==> config.mk <==
export PLATFORM = sky130hd
export DESIGN_NAME = ccc_lock_rst_seq_flat
export DESIGN_NICKNAME = d
export VERILOG_FILES = /design/src/rtl/ccc_lock_rst_seq_if.sv /design/src/rtl/ccc_lock_rst_seq.sv /design/src/flat_wrapper.sv
export SDC_FILE = /design/constraint.sdc
export NUM_CORES = 1
export LEC_CHECK = 0
export CAP_MARGIN = 25
export CORE_MARGIN = 2
export CORE_UTILIZATION = 51
export DETAILED_ROUTE_END_ITERATION = 16
export GPL_TIMING_DRIVEN = 0
export HOLD_SLACK_MARGIN = 0.08
export PLACE_DENSITY = 0.69
export SLEW_MARGIN = 30
export SYNTH_ARGS = -nofsm -noshare
export SYNTH_HDL_FRONTEND = slang
export SYNTH_SLANG_ARGS = --single-unit
==> constraint.sdc <==
create_clock -name CLK -period 4 [get_ports CLK]
set_clock_uncertainty 0.05 [all_clocks]
set_input_delay 0.8 -clock CLK [delete_from_list [all_inputs] [get_ports CLK]]
set_output_delay 0.8 -clock CLK [all_outputs]
set_load 0.05 [all_outputs]
==> src/rtl/ccc_lock_rst_seq_if.sv <==
// Signal bundle between the CCC lock/reset sequencer and its system-block neighbours.
// The master side drives lock and requests; the slave side returns resets and status.
interface ccc_lock_rst_seq_if #(
    parameter int unsigned NUM_CH = 4,
    parameter int unsigned CNT_W  = 8
);
    logic              PLL_LOCK;
    logic              SW_RST_REQ;
    logic              LOSS_CLR;
    logic [NUM_CH-1:0] RST_N;
    logic              READY;
    logic [CNT_W-1:0]  LOSS_CNT;
    logic [1:0]        STATE;

    modport master (
        output PLL_LOCK,
        output SW_RST_REQ,
        output LOSS_CLR,
        input  RST_N,
        input  READY,
        input  LOSS_CNT,
        input  STATE
    );

    modport slave (
        input  PLL_LOCK,
        input  SW_RST_REQ,
        input  LOSS_CLR,
        output RST_N,
        output READY,
        output LOSS_CNT,
        output STATE
    );
endinterface

==> src/rtl/ccc_lock_rst_seq.sv <==
// Lock qualification and staggered reset release for the fabric CCC.
// Synchronises PLL lock, filters it, releases per-domain resets in order and counts lock losses.
module ccc_lock_rst_seq #(
    parameter int unsigned NUM_CH      = 4,
    parameter int unsigned FILT_CYCLES = 1024,
    parameter int unsigned STAGGER     = 16,
    parameter int unsigned CNT_W       = 8
) (
    input  logic                CLK,
    input  logic                RESETN,
    ccc_lock_rst_seq_if.slave   bus
);

    localparam int unsigned FW = $clog2((FILT_CYCLES >= 2) ? FILT_CYCLES : 2);
    localparam int unsigned SW = $clog2((STAGGER >= 2) ? STAGGER : 2);
    localparam int unsigned IW = $clog2((NUM_CH >= 2) ? NUM_CH : 2);

    localparam logic [FW-1:0] FILT_LAST = FW'(FILT_CYCLES - 1);
    localparam logic [SW-1:0] STAG_LAST = SW'(STAGGER - 1);
    localparam logic [IW-1:0] IDX_LAST  = IW'(NUM_CH - 1);

    typedef enum logic [1:0] {
        WAIT_LOCK = 2'b00,
        FILTER    = 2'b01,
        RELEASE   = 2'b10,
        RUN       = 2'b11
    } state_e;

    logic [1:0]        sync_q;
    state_e            state_q, state_d;
    logic [FW-1:0]     filt_q, filt_d;
    logic [SW-1:0]     stag_q, stag_d;
    logic [IW-1:0]     idx_q, idx_d;
    logic [NUM_CH-1:0] rst_n_q, rst_n_d;
    logic              ready_q, ready_d;
    logic [CNT_W-1:0]  loss_q, loss_d;

    logic lock_s;
    logic loss_evt;

    assign lock_s   = sync_q[1];
    assign loss_evt = !lock_s && ((state_q == RELEASE) || (state_q == RUN));

    always_ff @(posedge CLK) begin
        if (!RESETN) begin
            sync_q  <= '0;
            state_q <= WAIT_LOCK;
            filt_q  <= '0;
            stag_q  <= '0;
            idx_q   <= '0;
            rst_n_q <= '0;
            ready_q <= 1'b0;
            loss_q  <= '0;
        end else begin
            sync_q  <= {sync_q[0], bus.PLL_LOCK};
            state_q <= state_d;
            filt_q  <= filt_d;
            stag_q  <= stag_d;
            idx_q   <= idx_d;
            rst_n_q <= rst_n_d;
            ready_q <= ready_d;
            loss_q  <= loss_d;
        end
    end

    always_comb begin
        state_d = state_q;
        filt_d  = filt_q;
        stag_d  = stag_q;
        idx_d   = idx_q;
        rst_n_d = rst_n_q;
        ready_d = ready_q;

        unique case (state_q)
            WAIT_LOCK: begin
                rst_n_d = '0;
                ready_d = 1'b0;
                filt_d  = '0;
                if (lock_s) begin
                    state_d = FILTER;
                end
            end

            FILTER: begin
                if (!lock_s) begin
                    state_d = WAIT_LOCK;
                    filt_d  = '0;
                end else if (filt_q == FILT_LAST) begin
                    state_d = RELEASE;
                    filt_d  = '0;
                    stag_d  = '0;
                    idx_d   = '0;
                end else begin
                    filt_d = filt_q + FW'(1);
                end
            end

            RELEASE: begin
                if (stag_q == STAG_LAST) begin
                    stag_d = '0;
                    for (int unsigned k = 0; k < NUM_CH; k++) begin
                        if (idx_q == IW'(k)) begin
                            rst_n_d[k] = 1'b1;
                        end
                    end
                    if (idx_q == IDX_LAST) begin
                        state_d = RUN;
                        ready_d = 1'b1;
                        idx_d   = '0;
                    end else begin
                        idx_d = idx_q + IW'(1);
                    end
                end else begin
                    stag_d = stag_q + SW'(1);
                end
            end

            RUN: begin
                rst_n_d = '1;
                ready_d = 1'b1;
            end

            default: begin
                state_d = WAIT_LOCK;
            end
        endcase

        // Loss and software restart override whatever the state logic decided,
        // including a channel release scheduled on the same edge.
        if (loss_evt || bus.SW_RST_REQ) begin
            state_d = WAIT_LOCK;
            rst_n_d = '0;
            ready_d = 1'b0;
            filt_d  = '0;
            stag_d  = '0;
            idx_d   = '0;
        end
    end

    always_comb begin
        loss_d = loss_q;
        if (bus.LOSS_CLR) begin
            loss_d = '0;
        end else if (loss_evt && (loss_q != '1)) begin
            loss_d = loss_q + CNT_W'(1);
        end
    end

    assign bus.RST_N    = rst_n_q;
    assign bus.READY    = ready_q;
    assign bus.LOSS_CNT = loss_q;
    assign bus.STATE    = state_q;

endmodule

==> src/flat_wrapper.sv <==
// flat-port wrapper written by rule: the top's interface ports become plain ports
module ccc_lock_rst_seq_flat 
#(
    parameter int unsigned NUM_CH      = 4,
    parameter int unsigned FILT_CYCLES = 1024,
    parameter int unsigned STAGGER     = 16,
    parameter int unsigned CNT_W       = 8
)
  (CLK, RESETN, bus_PLL_LOCK, bus_SW_RST_REQ, bus_LOSS_CLR, bus_RST_N, bus_READY, bus_LOSS_CNT, bus_STATE);
  ccc_lock_rst_seq_if #(.NUM_CH(NUM_CH), .CNT_W(CNT_W)) bus_i ();
  input  logic CLK;
  input  logic RESETN;
  input wire logic [$bits(bus_i.PLL_LOCK)-1:0] bus_PLL_LOCK;
  input wire logic [$bits(bus_i.SW_RST_REQ)-1:0] bus_SW_RST_REQ;
  input wire logic [$bits(bus_i.LOSS_CLR)-1:0] bus_LOSS_CLR;
  output wire logic [$bits(bus_i.RST_N)-1:0] bus_RST_N;
  output wire logic [$bits(bus_i.READY)-1:0] bus_READY;
  output wire logic [$bits(bus_i.LOSS_CNT)-1:0] bus_LOSS_CNT;
  output wire logic [$bits(bus_i.STATE)-1:0] bus_STATE;
  assign bus_i.PLL_LOCK = bus_PLL_LOCK;
  assign bus_i.SW_RST_REQ = bus_SW_RST_REQ;
  assign bus_i.LOSS_CLR = bus_LOSS_CLR;
  assign bus_RST_N = bus_i.RST_N;
  assign bus_READY = bus_i.READY;
  assign bus_LOSS_CNT = bus_i.LOSS_CNT;
  assign bus_STATE = bus_i.STATE;
  ccc_lock_rst_seq #(.NUM_CH(NUM_CH), .FILT_CYCLES(FILT_CYCLES), .STAGGER(STAGGER), .CNT_W(CNT_W)) u_core (.CLK(CLK), .RESETN(RESETN), .bus(bus_i));
endmodule
# ---- Word-level counts from Yosys, hierarchy flattened
# Cells that the tools add are included.
dict set report classes {
  add_sub_neg 4
  eq_ne 18
  muxes 26
  bitwise_logic 1
  reduce_logical 20
}
# op count
set op_table {}
lappend op_table {{$mux W10} 2}
lappend op_table {{$pmux W10 S2} 1}
lappend op_table {{$mux W2} 9}
lappend op_table {{$mux W4} 4}
lappend op_table {{$reduce_and A3 Y1} 5}
lappend op_table {{$pmux W4 S3} 1}
lappend op_table {{$add A10 B1 Y10 const B} 1}
lappend op_table {{$eq A10 B10 Y1 const B} 1}
lappend op_table {{$ne A2 B2 Y1 const B} 5}
lappend op_table {{$add A8 B1 Y8 const B} 1}
lappend op_table {{$eq A2 B2 Y1 const B} 4}
lappend op_table {{$ne A8 B8 Y1 const B} 1}
lappend op_table {{$pmux W4 S2} 1}
lappend op_table {{$ne A2 B1 Y1 const B} 3}
lappend op_table {{$pmux W2 S3} 1}
lappend op_table {{$reduce_bool A3 Y1} 2}
lappend op_table {{$mux W1} 5}
lappend op_table {{$reduce_and A5 Y1} 1}
lappend op_table {{$add A4 B1 Y4 const B} 1}
lappend op_table {{$eq A2 B1 Y1 const B} 2}
lappend op_table {{$eq A4 B4 Y1 const B} 1}
lappend op_table {{$logic_not A2 Y1} 2}
lappend op_table {{$pmux W2 S2} 1}
lappend op_table {{$reduce_and A4 Y1} 1}
lappend op_table {{9 further kinds} 13}
dict set report word_totals {
  output_inout_bits 15
  input_bits 5
  ff_bits 33
}

# ---- Depth between registers and ports, before layout
# Gate-level depths: netlist of run 1.
dict set report depth {
  word_depth 5
  mapped_depth 8
  mapped_depth_nobuf 6
}

# ---- Worst setup path after synthesis of run 1
# No wires, ideal clock.
dict set report synth_path {
  path_type {flip-flop to flip-flop}
  start {register u_core.state_q[0], in the netlist u_core.bus.STATE[0]}
  end {register u_core.state_q[0], in the netlist u_core.bus.STATE[0]}
  setup_slack_ns 1.724
  path_stages_with_launch 8
  period_less_slack_ns 2.276
  t_arrival_ns 2.139
  path_buffers 1
  path_cell_list {dfxtp_1 > inv_1 > ha_1 > buf_6 > nor2b_4 > a2111o_1 > or4_1 > o31ai_1}
}
dict set report synth_via {
  elab_chain_cells 5
}
# item line_no
set synth_rtl {}
lappend synth_rtl {{from (decl)} ccc_lock_rst_seq.sv:30} ;# state_e state_q, state_d;
lappend synth_rtl {{from (signal assigned)} ccc_lock_rst_seq.sv:56} ;# state_q <= state_d;
lappend synth_rtl {{parallel branches: the longest is 5 deep, another holds $reduce_and A5 Y1} n/a}
# Parallel ways; which one is timed is not known.
# A chain may end at the register's enable or synchronous reset.

# ---- Worst setup path after layout of run 1
dict set report layout_path {
  start {register u_core.loss_q[3], in the netlist u_core.bus.LOSS_CNT[3]}
  end {output bus_LOSS_CNT[3]}
}
# item line_no
set layout_rtl {}
lappend layout_rtl {{from (decl)} ccc_lock_rst_seq.sv:36} ;# logic [CNT_W-1:0] loss_q, loss_d;
lappend layout_rtl {{from (signal assigned)} ccc_lock_rst_seq.sv:62} ;# loss_q <= loss_d;
lappend layout_rtl {{to (decl)} flat_wrapper.sv:18} ;# output wire logic [$bits(bus_i.LOSS_CNT)-1:0] bus_LOSS_CNT;
# No word-level cell between the ends.

==> flow_summary.ini, run 1 <==
[run_status]
status = finished clean

[synth]
synth_common_cells = dfxtp_1 (32), nor2_1 (19), nand2_1 (16), a21oi_1 (13), ha_1 (12)
postSynthCellCount = 204
netlist_top_cells_area = dfxtp_1 (36%), ha_1 (8.4%), nor2_1 (4.0%)
ys_seq_area_share_pct = 36.0
synth_compound_area_share_pct = 17.9
synth_top_family_by_area = simple AND/OR/NAND/NOR gates
synth_ff_type = dfxtp_1
netlist_area_um2 = 1780
syn_nets = 221
synth_largest_area_cell = dfxtp_1
synth_most_common_cell = dfxtp_1
synth-simple-area-share_pct = 27.5
syn_avg_cell_area_um2 = 8.72
synthXorXnorAreaFrac_pct = 3.94
async_flop_share_pct = 0
yosys.area.top_type_share_pct = 36.0
synth-seq-cells = 32
muxShareOfSynthArea_pct = 2.25
ys.warnings.count = 0
synth_fa_ha_area_share_pct = 8.44
synth_cell_types = 47
synth_edf_count = 0

[place]
io_buffers = 19
hpwl_mm = 2.81
gp_congestion = 0.802

[critical_path]
arrival_ns = 1.65
cpMaxStageDelayCell = clkdlybuf4s50_1
cp_slowest_stage_delay_ns = 0.85
cp_max_fo = 7
critPathKind = flop to primary output
worstRegToRegCells = 7
cp_cell_sequence = clkdlybuf4s50_1
rr_startpoint = u_core.bus.STATE[0]$_SDFFE_PP0P_
required_ns = 3.15
endpoint_kind = primary output
worstSetupStartpointType = flop
rrSetupSlack_ns = 1.94
cp_num_cells = 1
critical_path_buf_inv_count = 1
timing.rr.end = u_core.bus.STATE[0]$_SDFFE_PP0P_
crit_family = buffers and inverters

[clock_network]
cts.sinks = 32
ctsRootBufferMaster = clkbuf_4
cts.repair.resized = 0
clk-insertion-delay-late_ns = 0.33
cts_buffer_depth = 2
postCtsSetupBuffers = 0
htree_levels = 2
cts_tree = done
hold_buffers = 0
clk_pin_slew_worst_paths_ns = 0.11
cts_buffers = 5

[sta]
hold_viol = 0
setup_viol = 0
fin_setup_tns_ns = 0
worst_pin_slew_ns = 0.509
max_freq_mhz = 400
maxSlewHeadroom_pct = 66.0
rsz0062_at_grt = false
slew_violations = 0
layout_min_cycle_time_ns = 2.50
period_share_pct = 62.4

[power_and_ir_drop]
intPower_mw = 0.418
pwr-share-clk_pct = 36.4
netSwitchingPower_mw = 0.134
power_switching_share_pct = 24.3
cellLeakagePower_nw = 0.757
p_total_mw = 0.553
seq_power_share_pct = 58.3
p_comb_share_pct = 5.3
vdd_drop_max_uv = 170
power.density_nw_per_um2 = 264

[run]
drv_cap = 0

[global_route]
grt_pass1_wl_mm = 6.50
grt_pass1_vias = 1460
overflow = 0
antenna_found_initial = 0
track_usage_pct = 20.5
grt_max_degree = 12

[cells_and_area]
antennaDiodeCount = 0
multiInputGateArea_um2 = 1070
syn_to_final_growth_pct = 17.7
fill_cells = 312
drive_gt1_share_pct = 8.66
seq_area_um2 = 641
nets = 247

[route]
wl_mm = 3.79
dr.pass1.iters = 4
ant_nets = 0
drc_errors = 0
drtIter0Drc = 70
vias = 1574
avgRoutedWirePerCell_um = 13.7
via_per_inst = 5.68

[min_path]
hold_depth = 1
min_to = u_core.sync_q[1]$_SDFF_PN0_
hold_start = u_core.sync_q[0]$_SDFF_PN0_
min_path_type = flop to flop

[die]
coreArea_um2 = 3340
num_rows = 21
die_y_um = 63.1
die-width_um = 63.1
io_pins = 20
start_util_pct = 53.3
die-area_um2 = 3980
==> kinds of logic after synthesis <==
logic type,Yosys count
fa+ha+maj,12
simple gates,90
xor+xnor,8
compound gates,44
mux,4
buf+inv,14
flops,32
==> layout make-up <==
type	instances	area share, %
timing repair buffer	19	9.09
tap	46	2.75
inverter	8	1.43
sequential	32	30.6
clock inverter	2	0.717
multi-input combinational	158	51.0
clock buffer	6	2.45
buffer	6	1.97
==> flip-flops by register name, summed over array words and instances (netlist names) <==
name and count:
u_core.bus.LOSS_CNT 8, u_core.bus.RST_N 4, u_core.bus.STATE 2, u_core.filt_q 10
u_core.idx_q 2, u_core.stag_q 4, u_core.sync_q 2
==> metrics by stage <==
stage / util, % / setup WS [ns] / hold slack [ns] / std cells / instance area [µm²]
final: 62.7 / 1.50 / 0.393 / 277 / 2090
after global routing: 62.7 / 1.44 / 0.405 / 277 / 2090
after CTS: 62.7 / 1.49 / 0.395 / 277 / 2090
after detailed placement: 60.7 / 1.63 / 0.369 / 269 / 2030
after global placement: 60.7 / 1.68 / 0.366 / 269 / 2030
after floorplan: - / 1.72 / 0.362 / 204 / 1780
==> placed cells by master (no fill, tap or decap), types with 2 or more instances in the layout <==
cell type / count
nand4_1: 9
nor2b_1: 4
a21oi_1: 13
clkinvlp_4: 2
clkdlybuf4s50_1: 19
nor2_1: 19
and4_1: 2
nand3_1: 8
o31ai_1: 2
clkbuf_1: 2
o21ai_0: 7
nand2b_1: 2
clkbuf_4: 5
buf_6: 2
nand2_1: 16
a31oi_1: 3
xor2_1: 7
o21a_1: 4
ha_1: 12
and3_1: 2
or2_2: 2
nand3b_1: 2
dfxtp_1: 32
and2_1: 6
a21o_1: 2
nor3_1: 5
or3_1: 6
o211ai_1: 2
inv_1: 8
o211a_1: 2
mux2i_1: 4
==> worst max path at each step <==
stage / slack, ns / startpoint / to
finish: 1.50 / u_core.bus.LOSS_CNT[3]$_SDFFE_PP0P_ / bus_LOSS_CNT[3]
global route: 1.44 / u_core.bus.LOSS_CNT[3]$_SDFFE_PP0P_ / bus_LOSS_CNT[3]
CTS: 1.49 / u_core.bus.LOSS_CNT[3]$_SDFFE_PP0P_ / bus_LOSS_CNT[3]
detailed placement: 1.63 / RESETN / u_core.bus.STATE[0]$_SDFFE_PP0P_
global placement: 1.68 / bus_SW_RST_REQ / u_core.bus.STATE[0]$_SDFFE_PP0P_
floorplan: 1.72 / u_core.bus.STATE[0]$_SDFFE_PP0P_ / u_core.bus.STATE[0]$_SDFFE_PP0P_
==> power by group through the flow <==
stage | Sequential [mW] | Clock, mW | Combinational (mW)
after floorplan | 0.332 | 0 | 0.0161
after CTS | 0.322 | 0.207 | 0.0295
final | 0.322 | 0.201 | 0.0294
after global routing | 0.322 | 0.221 | 0.0320
after global placement | 0.329 | 0 | 0.0287
after detailed placement | 0.329 | 0 | 0.0294
==> routing by layer <==
metal | global-route usage [%] | up-vias | wire [µm]
met5 | 0 | - | 0
met4 | 8.33 | 0 | 65
met3 | 4.64 | 5 | 154
met2 | 34.3 | 32 | 1780
met1 | 25.3 | 752 | 1790
li1 | - | 785 | -
No activity file was read; power rests on OpenSTA's default activity.
==> run 2, diff against run 1 <==
clock period = 2.4 ns   (was 4 ns; I/O delays follow)
==> results of run 2 <==
The final DEF is identical to that of run 1. Status: finished clean.
Main changes from that run: setup slack after placement 1.63 ns -> 0.349 ns; setup slack after layout 1.50 ns -> 0.223 ns; register-to-register setup slack 1.94 ns -> 0.34 ns; total power 0.553 mW -> 0.921 mW; worst IR drop on VDD 170 µV -> 283 µV
==> run 3, diff against run 2 <==
CORE_ASPECT_RATIO = 0.5   (was unset)
==> run 3 against run 2 <==
Against the previous run:
- sequential power about the same
- total power increased by 26%
- design area increased by 2.6%
- global-route usage increased by 0.49 points
- combinational power about the same
- routed wire length decreased by 6.1%
- hold slack got worse by 0.0061 ns
- setup slack improved by 0.077 ns
- count of clock-buffer cells in the layout increased by 1
- largest cell class unchanged
==> flow_summary.ini, run 3 (synthesis gave the netlist of run 1 again) <==
[clock_network]
cts.repair.resized = 0
cts_buffers = 5
clk-insertion-delay-late_ns = 0.29
hold_buffers = 0
clk_pin_slew_worst_paths_ns = 0.07
cts_tree = done
htree_levels = 2
cts_buffer_depth = 2
ctsRootBufferMaster = clkbuf_8
cts.sinks = 32
postCtsSetupBuffers = 0

[place]
hpwl_mm = 2.59
io_buffers = 19
pre_cts_ws_ns = 0.326
gp_congestion = 0.780
placedCellCount = 265
placed_area_um2 = 2020

[die]
io_pins = 20
die-width_um = 87.5
coreArea_um2 = 3380
die_y_um = 45.8
num_rows = 15
start_util_pct = 52.7
die-area_um2 = 4010

[cells_and_area]
largest_register = u_core.filt_q
final_common_cell = dfxtp_1
nets = 247
design_area_um2 = 2150
fill_cells = 286
antennaDiodeCount = 0
layout_common_cells = dfxtp_1 (32), nor2_1 (19), clkdlybuf4s50_1 (19)
drive_gt1_share_pct = 8.66
fin_util_pct = 63.6
largest_reg_flops = 10
syn_to_final_growth_pct = 20.7
layout.cells.non_filler = 273

[sta]
hold_viol = 0
maxSlewHeadroom_pct = 66.5
fin_setup_tns_ns = 0
slew_violations = 0
worst_pin_slew_ns = 0.501
layout_setup_ws_ns = 0.301
rsz0062_at_grt = false
period_share_pct = 87.5
max_freq_mhz = 476
whs_ns = 0.386
setup_viol = 0
layout_min_cycle_time_ns = 2.10

[critical_path]
critical_path_buf_inv_count = 1
cp_max_fo = 7
cp_cell_sequence = clkdlybuf4s50_1
rrSetupSlack_ns = 0.30
worstRegToRegCells = 7
rr_startpoint = u_core.bus.STATE[0]$_SDFFE_PP0P_
required_ns = 1.87
cpMaxStageDelayCell = clkdlybuf4s50_1
worstSetupStartpointType = flop
arrival_ns = 1.57
cp_slowest_stage_delay_ns = 0.85
timing.rr.end = u_core.bus.STATE[0]$_SDFFE_PP0P_
critPathKind = flop to primary output
crit_family = buffers and inverters
endpoint_kind = primary output

[route]
drc_errors = 0
avgRoutedWirePerCell_um = 13.0
drtIter0Drc = 44
vias = 1496
via_per_inst = 5.48
dr.pass1.iters = 4
wl_mm = 3.56
ant_nets = 0

[global_route]
overflow = 0
track_usage_pct = 21.0
grt_max_degree = 11
antenna_found_initial = 0
grt_pass1_vias = 1366
grt_pass1_wl_mm = 6.18

[min_path]
hold_depth = 1
hold_start = u_core.sync_q[0]$_SDFF_PN0_
min_to = u_core.sync_q[1]$_SDFF_PN0_
min_path_type = flop to flop

[power_and_ir_drop]
power.density_nw_per_um2 = 539
p_total_mw = 1.16
vdd_drop_max_uv = 338
cellLeakagePower_nw = 0.791

[run]
drv_cap = 0

[run_status]
status = finished clean
## run 3: cell count changes in the layout (fill, tap and decap cells not counted), sizes merged
cell      previous run  this run
bufinv               0         1
clkbuf               8         9
clkinvlp             2         0
## run 3: worst max path at each step
| stage | from | endpoint | slack [ns] | cells after the start |
|---|---|---|---|---|
| 2_1_floorplan | u_core.bus.STATE[0]$_SDFFE_PP0P_ | u_core.bus.STATE[0]$_SDFFE_PP0P_ | 0.12 | 7 |
| 3_3_place_gp | u_core.bus.STATE[0]$_SDFFE_PP0P_ | u_core.bus.STATE[0]$_SDFFE_PP0P_ | 0.31 | 7 |
| 3_5_place_dp | u_core.bus.STATE[0]$_SDFFE_PP0P_ | u_core.bus.STATE[0]$_SDFFE_PP0P_ | 0.33 | 7 |
| 4_1_cts | u_core.bus.STATE[0]$_SDFFE_PP0P_ | u_core.bus.STATE[0]$_SDFFE_PP0P_ | 0.28 | 7 |
| 5_1_grt | u_core.bus.STATE[0]$_SDFFE_PP0P_ | u_core.bus.STATE[0]$_SDFFE_PP0P_ | 0.17 | 7 |
| 6_report | u_core.bus.LOSS_CNT[3]$_SDFFE_PP0P_ | bus_LOSS_CNT[3] | 0.30 | 1 |
## run 3: report_power, final
part	internal, mW	switching (mW)
Clock	0.366	0.205
Sequential	0.534	0.00261
Combinational	0.0210	0.0282
Total	0.921	0.236
## run 3: layout make-up
type	count	area [µm²]	area share, %
Buffer	6	41.3	1.92
Timing Repair Buffer	19	190	8.85
Tap cell	42	52.6	2.45
Multi-Input combinational cell	158	1070	49.7
Inverter	8	30.0	1.40
Clock inverter	1	30.0	1.40
Clock buffer	7	96.3	4.48
Sequential cell	32	641	29.8
## run 3: metal layers
| layer | global-route usage [%] | routed length, µm | vias up | share of wire, % |
|---|---|---|---|---|
| li1 | - | - | 777 | - |
| met1 | 25.9 | 1750 | 690 | 49 |
| met2 | 32.3 | 1570 | 23 | 44 |
| met3 | 9.78 | 190 | 6 | 5.3 |
| met4 | 8.00 | 46 | 0 | 1.3 |
| met5 | 0 | 0 | - | 0 |
